### config.mk
export PLATFORM = sky130hd
export DESIGN_NAME = picorv_axil_bridge
export DESIGN_NICKNAME = d
export VERILOG_FILES = /design/src/rtl/picorv_axil_bridge.sv
export SDC_FILE = /design/constraint.sdc
export NUM_CORES = 1
export LEC_CHECK = 0
export BUFFER_PORTS_ARGS = -buffer_cell sky130_fd_sc_hd__buf_2
export CAP_MARGIN = 40
export CORE_AREA = 2 2 283 285
export CTS_BUF_LIST = sky130_fd_sc_hd__clkbuf_16
export CTS_CLUSTER_DIAMETER = 100
export DETAILED_ROUTE_END_ITERATION = 10
export DIE_AREA = 0 0 285 287
export GPL_TIMING_DRIVEN = 0
export PLACE_DENSITY_LB_ADDON = 0.1
export SYNTH_ARGS = -nofsm -noshare
export SYNTH_HDL_FRONTEND = slang
export SYNTH_SLANG_ARGS = --single-unit
### constraint.sdc
create_clock -name clk -period 3.7 [get_ports clk]
set_clock_uncertainty 0.15 [all_clocks]
set_input_delay 0.74 -clock clk [delete_from_list [all_inputs] [get_ports clk]]
set_output_delay 0.74 -clock clk [all_outputs]
set_load 0.02 [all_outputs]
### src/rtl/picorv_axil_bridge.sv
// PicoRV32 native memory bus to NUM_SLAVES AXI-Lite master ports, with error codes, timeout and hung-slot quarantine.
// Latency: zero-wait slave gives mem_ready 3 cycles after the request edge; decode miss or hung slot gives it in 1 cycle.
// Backpressure: slave wait states stretch the access; a slot that exceeds TIMEOUT is abandoned and quarantined until reset.
// Ports: clk/resetn; CPU side mem_*; flattened AXI-Lite masters m_* (slot k at [k*W +: W]);
//        err_valid/err_code/err_addr report the last failed access; hung is the sticky quarantine mask.
module picorv_axil_bridge #(
    parameter int                       NUM_SLAVES = 4,
    parameter logic [NUM_SLAVES*16-1:0] SLAVE_ID   = {16'h6000, 16'h4000, 16'h2000, 16'h1000},
    parameter int                       TIMEOUT    = 255,
    parameter logic [31:0]              ERR_DATA   = 32'hDEADBEEF
) (
    input  logic                      clk,
    input  logic                      resetn,
    input  logic                      mem_valid,
    input  logic [31:0]               mem_addr,
    input  logic [31:0]               mem_wdata,
    input  logic [3:0]                mem_wstrb,
    output logic                      mem_ready,
    output logic [31:0]               mem_rdata,
    output logic [NUM_SLAVES*32-1:0]  m_awaddr,
    output logic [NUM_SLAVES-1:0]     m_awvalid,
    input  logic [NUM_SLAVES-1:0]     m_awready,
    output logic [NUM_SLAVES*32-1:0]  m_wdata,
    output logic [NUM_SLAVES*4-1:0]   m_wstrb,
    output logic [NUM_SLAVES-1:0]     m_wvalid,
    input  logic [NUM_SLAVES-1:0]     m_wready,
    input  logic [NUM_SLAVES*2-1:0]   m_bresp,
    input  logic [NUM_SLAVES-1:0]     m_bvalid,
    output logic [NUM_SLAVES-1:0]     m_bready,
    output logic [NUM_SLAVES*32-1:0]  m_araddr,
    output logic [NUM_SLAVES-1:0]     m_arvalid,
    input  logic [NUM_SLAVES-1:0]     m_arready,
    input  logic [NUM_SLAVES*32-1:0]  m_rdata,
    input  logic [NUM_SLAVES*2-1:0]   m_rresp,
    input  logic [NUM_SLAVES-1:0]     m_rvalid,
    output logic [NUM_SLAVES-1:0]     m_rready,
    output logic                      err_valid,
    output logic [1:0]                err_code,
    output logic [31:0]               err_addr,
    output logic [NUM_SLAVES-1:0]     hung
);

    localparam int          SW     = (NUM_SLAVES > 1) ? $clog2(NUM_SLAVES) : 1;
    localparam logic [31:0] TO_LIM = 32'(TIMEOUT - 1);

    typedef enum logic [2:0] {S_IDLE, S_WRITE, S_WRESP, S_READ, S_RRESP, S_DONE} state_t;

    state_t          state, state_d;
    logic [31:0]     addr_q, wdata_q, cnt;
    logic [3:0]      wstrb_q;
    logic [SW-1:0]   sel, dec_idx;
    logic [1:0]      code_q, code_d;
    logic            aw_done, w_done, dec_hit;
    logic            aw_v, w_v, b_r, ar_v, r_r;
    logic            aw_hs, w_hs, ar_hs, timeout_hit;
    logic            to_done, rd_load, set_hung;
    logic [31:0]     rd_val;
    logic [NUM_SLAVES-1:0] sel_oh;

    // AXI OKAY/EXOKAY -> 00, SLVERR -> 01, DECERR -> 10
    function automatic logic [1:0] map_resp(input logic [1:0] r);
        return r[1] ? {r[0], ~r[0]} : 2'b00;
    endfunction

    // Downward scan so the lowest matching slot wins.
    always_comb begin
        dec_hit = 1'b0;
        dec_idx = '0;
        for (int k = NUM_SLAVES - 1; k >= 0; k--) begin
            if (SLAVE_ID[k*16 +: 16] == mem_addr[31:16]) begin
                dec_hit = 1'b1;
                dec_idx = SW'(k);
            end
        end
    end

    assign sel_oh = NUM_SLAVES'(1) << sel;

    assign aw_v  = (state == S_WRITE) && !aw_done;
    assign w_v   = (state == S_WRITE) && !w_done;
    assign b_r   = (state == S_WRESP);
    assign ar_v  = (state == S_READ);
    assign r_r   = (state == S_RRESP);

    assign aw_hs = aw_v && m_awready[sel];
    assign w_hs  = w_v  && m_wready[sel];
    assign ar_hs = ar_v && m_arready[sel];

    // Counter value TIMEOUT-1 during the Nth active cycle puts DONE exactly N cycles after IDLE.
    assign timeout_hit = (TIMEOUT != 0) && (cnt >= TO_LIM);

    always_comb begin
        state_d  = state;
        to_done  = 1'b0;
        code_d   = 2'b00;
        rd_load  = 1'b0;
        rd_val   = ERR_DATA;
        set_hung = 1'b0;
        case (state)
            S_IDLE: begin
                if (mem_valid) begin
                    if (!dec_hit) begin
                        state_d = S_DONE;
                        to_done = 1'b1;
                        code_d  = 2'b10;
                        rd_load = ~|mem_wstrb;
                    end else if (hung[dec_idx]) begin
                        state_d = S_DONE;
                        to_done = 1'b1;
                        code_d  = 2'b11;
                        rd_load = ~|mem_wstrb;
                    end else if (mem_wstrb != 4'b0000) begin
                        state_d = S_WRITE;
                    end else begin
                        state_d = S_READ;
                    end
                end
            end
            S_WRITE: begin
                if ((aw_done || aw_hs) && (w_done || w_hs)) begin
                    state_d = S_WRESP;
                end else if (timeout_hit) begin
                    state_d  = S_DONE;
                    to_done  = 1'b1;
                    code_d   = 2'b11;
                    set_hung = 1'b1;
                end
            end
            S_WRESP: begin
                // A response in the final cycle beats the timeout.
                if (m_bvalid[sel]) begin
                    state_d = S_DONE;
                    to_done = 1'b1;
                    code_d  = map_resp(m_bresp[int'(sel)*2 +: 2]);
                end else if (timeout_hit) begin
                    state_d  = S_DONE;
                    to_done  = 1'b1;
                    code_d   = 2'b11;
                    set_hung = 1'b1;
                end
            end
            S_READ: begin
                if (ar_hs) begin
                    state_d = S_RRESP;
                end else if (timeout_hit) begin
                    state_d  = S_DONE;
                    to_done  = 1'b1;
                    code_d   = 2'b11;
                    set_hung = 1'b1;
                    rd_load  = 1'b1;
                end
            end
            S_RRESP: begin
                if (m_rvalid[sel]) begin
                    state_d = S_DONE;
                    to_done = 1'b1;
                    code_d  = map_resp(m_rresp[int'(sel)*2 +: 2]);
                    rd_load = 1'b1;
                    rd_val  = m_rresp[int'(sel)*2 + 1] ? ERR_DATA : m_rdata[int'(sel)*32 +: 32];
                end else if (timeout_hit) begin
                    state_d  = S_DONE;
                    to_done  = 1'b1;
                    code_d   = 2'b11;
                    set_hung = 1'b1;
                    rd_load  = 1'b1;
                end
            end
            S_DONE:  state_d = S_IDLE;
            default: state_d = S_IDLE;
        endcase
    end

    always_ff @(posedge clk or negedge resetn) begin
        if (!resetn) begin
            state     <= S_IDLE;
            addr_q    <= '0;
            wdata_q   <= '0;
            wstrb_q   <= '0;
            sel       <= '0;
            cnt       <= '0;
            aw_done   <= 1'b0;
            w_done    <= 1'b0;
            code_q    <= 2'b00;
            err_code  <= 2'b00;
            err_addr  <= '0;
            mem_rdata <= '0;
            hung      <= '0;
        end else begin
            state <= state_d;
            if (state == S_IDLE) begin
                cnt     <= '0;
                aw_done <= 1'b0;
                w_done  <= 1'b0;
                if (mem_valid) begin
                    addr_q  <= mem_addr;
                    wdata_q <= mem_wdata;
                    wstrb_q <= mem_wstrb;
                    sel     <= dec_idx;
                end
            end else begin
                cnt <= cnt + 32'd1;
                if (aw_hs) aw_done <= 1'b1;
                if (w_hs)  w_done  <= 1'b1;
            end
            // Error report is registered on entry to DONE so it is stable during the err_valid pulse.
            if (to_done) begin
                code_q <= code_d;
                if (code_d != 2'b00) begin
                    err_code <= code_d;
                    err_addr <= (state == S_IDLE) ? mem_addr : addr_q;
                end
            end
            if (rd_load)  mem_rdata <= rd_val;
            if (set_hung) hung[sel] <= 1'b1;
        end
    end

    assign mem_ready = (state == S_DONE);
    assign err_valid = (state == S_DONE) && (code_q != 2'b00);

    assign m_awaddr  = {NUM_SLAVES{addr_q}};
    assign m_araddr  = {NUM_SLAVES{addr_q}};
    assign m_wdata   = {NUM_SLAVES{wdata_q}};
    assign m_wstrb   = {NUM_SLAVES{wstrb_q}};
    assign m_awvalid = aw_v ? sel_oh : '0;
    assign m_wvalid  = w_v  ? sel_oh : '0;
    assign m_bready  = b_r  ? sel_oh : '0;
    assign m_arvalid = ar_v ? sel_oh : '0;
    assign m_rready  = r_r  ? sel_oh : '0;

endmodule

==> results.ini <==
[global_route]
grt_overflow=0
antenna_found_initial=15
grt_usage=0.120
grt_first_pass_wirelength_um=72000
grt_pass1_vias=10500
grt_max_degree=65

[layout]
fin_nets=2165
postLayoutCoreUtil=0.220
area_delta_synth_final_pct=48.9
drive_gt1_frac=0.634
final_cells=2992
final_common_cell=buf_2
mostFrequentLayoutCells=729 x buf_2, 333 x buf_4, 219 x nand2_1
postLayoutCellArea_mm2=0.0173
fillers=8795

[critical_path]
start_kind=flip-flop
crit_required_ps=3920
crit_path_end_kind=flip-flop
arrival_ps=3630
worst-r2r-cell-count=11
path_class=flip-flop to flip-flop
worstPathMaxFanout=19

[yosys]
ys_ff_latch=179
syn-num-nets=1414
synth_flop_cell=dfrtp_1
synth_xor_area_frac=0.0204
postSynth.asyncResetShare=1.00
synth_fa_ha_area_frac=0.00216
synth.area.mux_share=0.157
synthSimpleGateAreaFrac=0.136
yosysTopAreaCell=dfrtp_1
syn_area_per_cell_um2=9.86
synth_edf_count=0
ys_seq_area_frac=0.386
synth_top_family_by_area=buffers and inverters
synth_cell_type_count=54
ys.warnings.count=0
synth_top_area_share=0.386
syn_inst=1177
netlist_area_mm2=0.0116
synth_compound_area_frac=0.0502
yosys-top-cells-area=dfrtp_1 39%, buf_4 22%, mux4_2 7.8%

[clock_network]
clock_latency_ps=490
post_cts_buffers=0
postCtsHoldBufs=0
cts_buffers=17
cts_buffer_depth=2
h-tree-depth=4
cts_resized=0
clkSinkCount=179
cts_tree=yes
path_clk_slew_ps=80
clock-root-buffer=clkbuf_16

[floorplan]
chipWidth_um=285
num_io_pins=727
initial_core_util=0.148
fp-row-count=103
coreArea_mm2=0.0786
die_h_um=287
dieArea_mm2=0.0818

[timing]
max_freq_mhz=293
finalSetupViolCount=0
maxSlewHeadroom=0.433
finalCriticalPeriod_ps=3420
rsz0062_at_grt=false
fin_crit_sh=0.924
slew_violations=0
tightest_slew_ps=850
tns_ps=0
hold_viol_final=0

[route]
via_per_inst=3.52
initialDrtViolationCount=369
vias=10500
wire_per_inst_um=16.9
ant_nets=0
first_pass_iters=4
wirelength_um=50500
drc=0

[run]
maxCapViolations=0

[power_and_ir_drop]
vdd_ir_drop_max_v=0.000357
leakagePower_nw=9.31
power_density_mw_per_mm2=944
total_power_mw=16.3

[placed_design]
port_buffers=725
hpwl_um=41800
placed_cells=2960
gp_congestion=0.772
placedInstanceArea_mm2=0.0167

[status]
status=finished, final reports clean

[min_path]
hp-class=input port to asynchronous set/reset pin

-- metal layers --
layer  routed length (µm)  GRT usage
met4                  570     0.0240
met1                19100      0.130
met2                27400      0.230
met5                   27          0
met3                 3300     0.0344
-- registers in the layout, summed over array words and instances, names as in the netlist --
register / cells
wdata_q: 32
mem_rdata: 32
w_done: 1
addr_q: 32
state: 3
aw_done: 1
wstrb_q: 4
hung: 4
code_q: 2
cnt: 32
sel: 2
err_addr: 32
err_code: 2
-- power by group --
part           switching [mW]  total [mW]  leakage, nW  internal (mW)
clock network           0.982        1.94        0.288          0.959
logic                    5.82        10.6         6.81           4.79
registers                1.06        3.77         2.22           2.71
total                    7.86        16.3         9.31           8.46
-- final timing paths --
kind,endpoint,slack [ps],start
max in group asynchronous,wdata_q[15],2290,resetn
max reg2reg,err_addr[26],280,sel[1]
min reg2reg,code_q[1],340,code_q[1]
min,wstrb_q[2],20,resetn
min in group clk,wdata_q[22],280,mem_wdata[22]
max,err_addr[26],280,sel[1]
-- cells in the mapped netlist, types with 3 or more instances --
library cell  count
buf_4           333
nand2_1         219
dfrtp_1         179
nor2_1           72
mux2_2           40
mux4_2           40
clkbuf_1         33
mux2_4           30
inv_1            28
o22a_1           24
xor2_1           17
nand3_1          15
o21ai_0          12
o22ai_1          12
a21oi_1          11
nand4_1          11
xnor2_1          10
buf_1             8
or3_1             8
a21o_1            6
nor3_1            5
nor4_1            5
and4_1            4
buf_2             4
buf_6             4
and3_1            3
buf_12            3
nor3b_1           3
nor4_2            3
-- stage by stage --
stage	worst slack [ps]	hold slack (ps)
6_report	282	18.3
2_1_floorplan	611	294
3_3_place_gp	-2030	314
4_1_cts	80.6	7.17
3_5_place_dp	-113	316
5_1_grt	51.3	39.3
-- logic make-up (layout without fill, tap and decap cells) --
logic type / count (synthesis) / count (layout)
buffers and inverters: 413 / 1177
AND/OR/NAND/NOR: 364 / 364
flip-flops: 179 / 179
multiplexers: 112 / 112
AO/OA/AOI/OAI: 80 / 80
XOR/XNOR: 27 / 27
adder cells (fa/ha/maj): 2 / 2
other: 0 / 1
-- critical path, cell delays in order, from the launching register on --
cell and delay, ps:
dfrtp_1 330, buf_2 200, buf_4 320, mux4_2 330
nor2_1 70, nor2_1 230, o21ai_0 160, a211oi_2 360
or4b_1 490, buf_6 170, buf_12 170, mux2_4 300
-- area by class of cell --
cell class,instances,area (µm²),area share
multi-input cells,585,4250,0.246
clock buffers,17,425,0.0246
clock inverters,15,163,0.00941
well taps,1050,1310,0.0760
inverters,28,105,0.00608
diodes,1,2.50,0.000145
flip-flops and latches,179,4480,0.259
plain buffers,384,2780,0.161
repair buffers,733,3770,0.218
(Power assumes the default switching activity.)
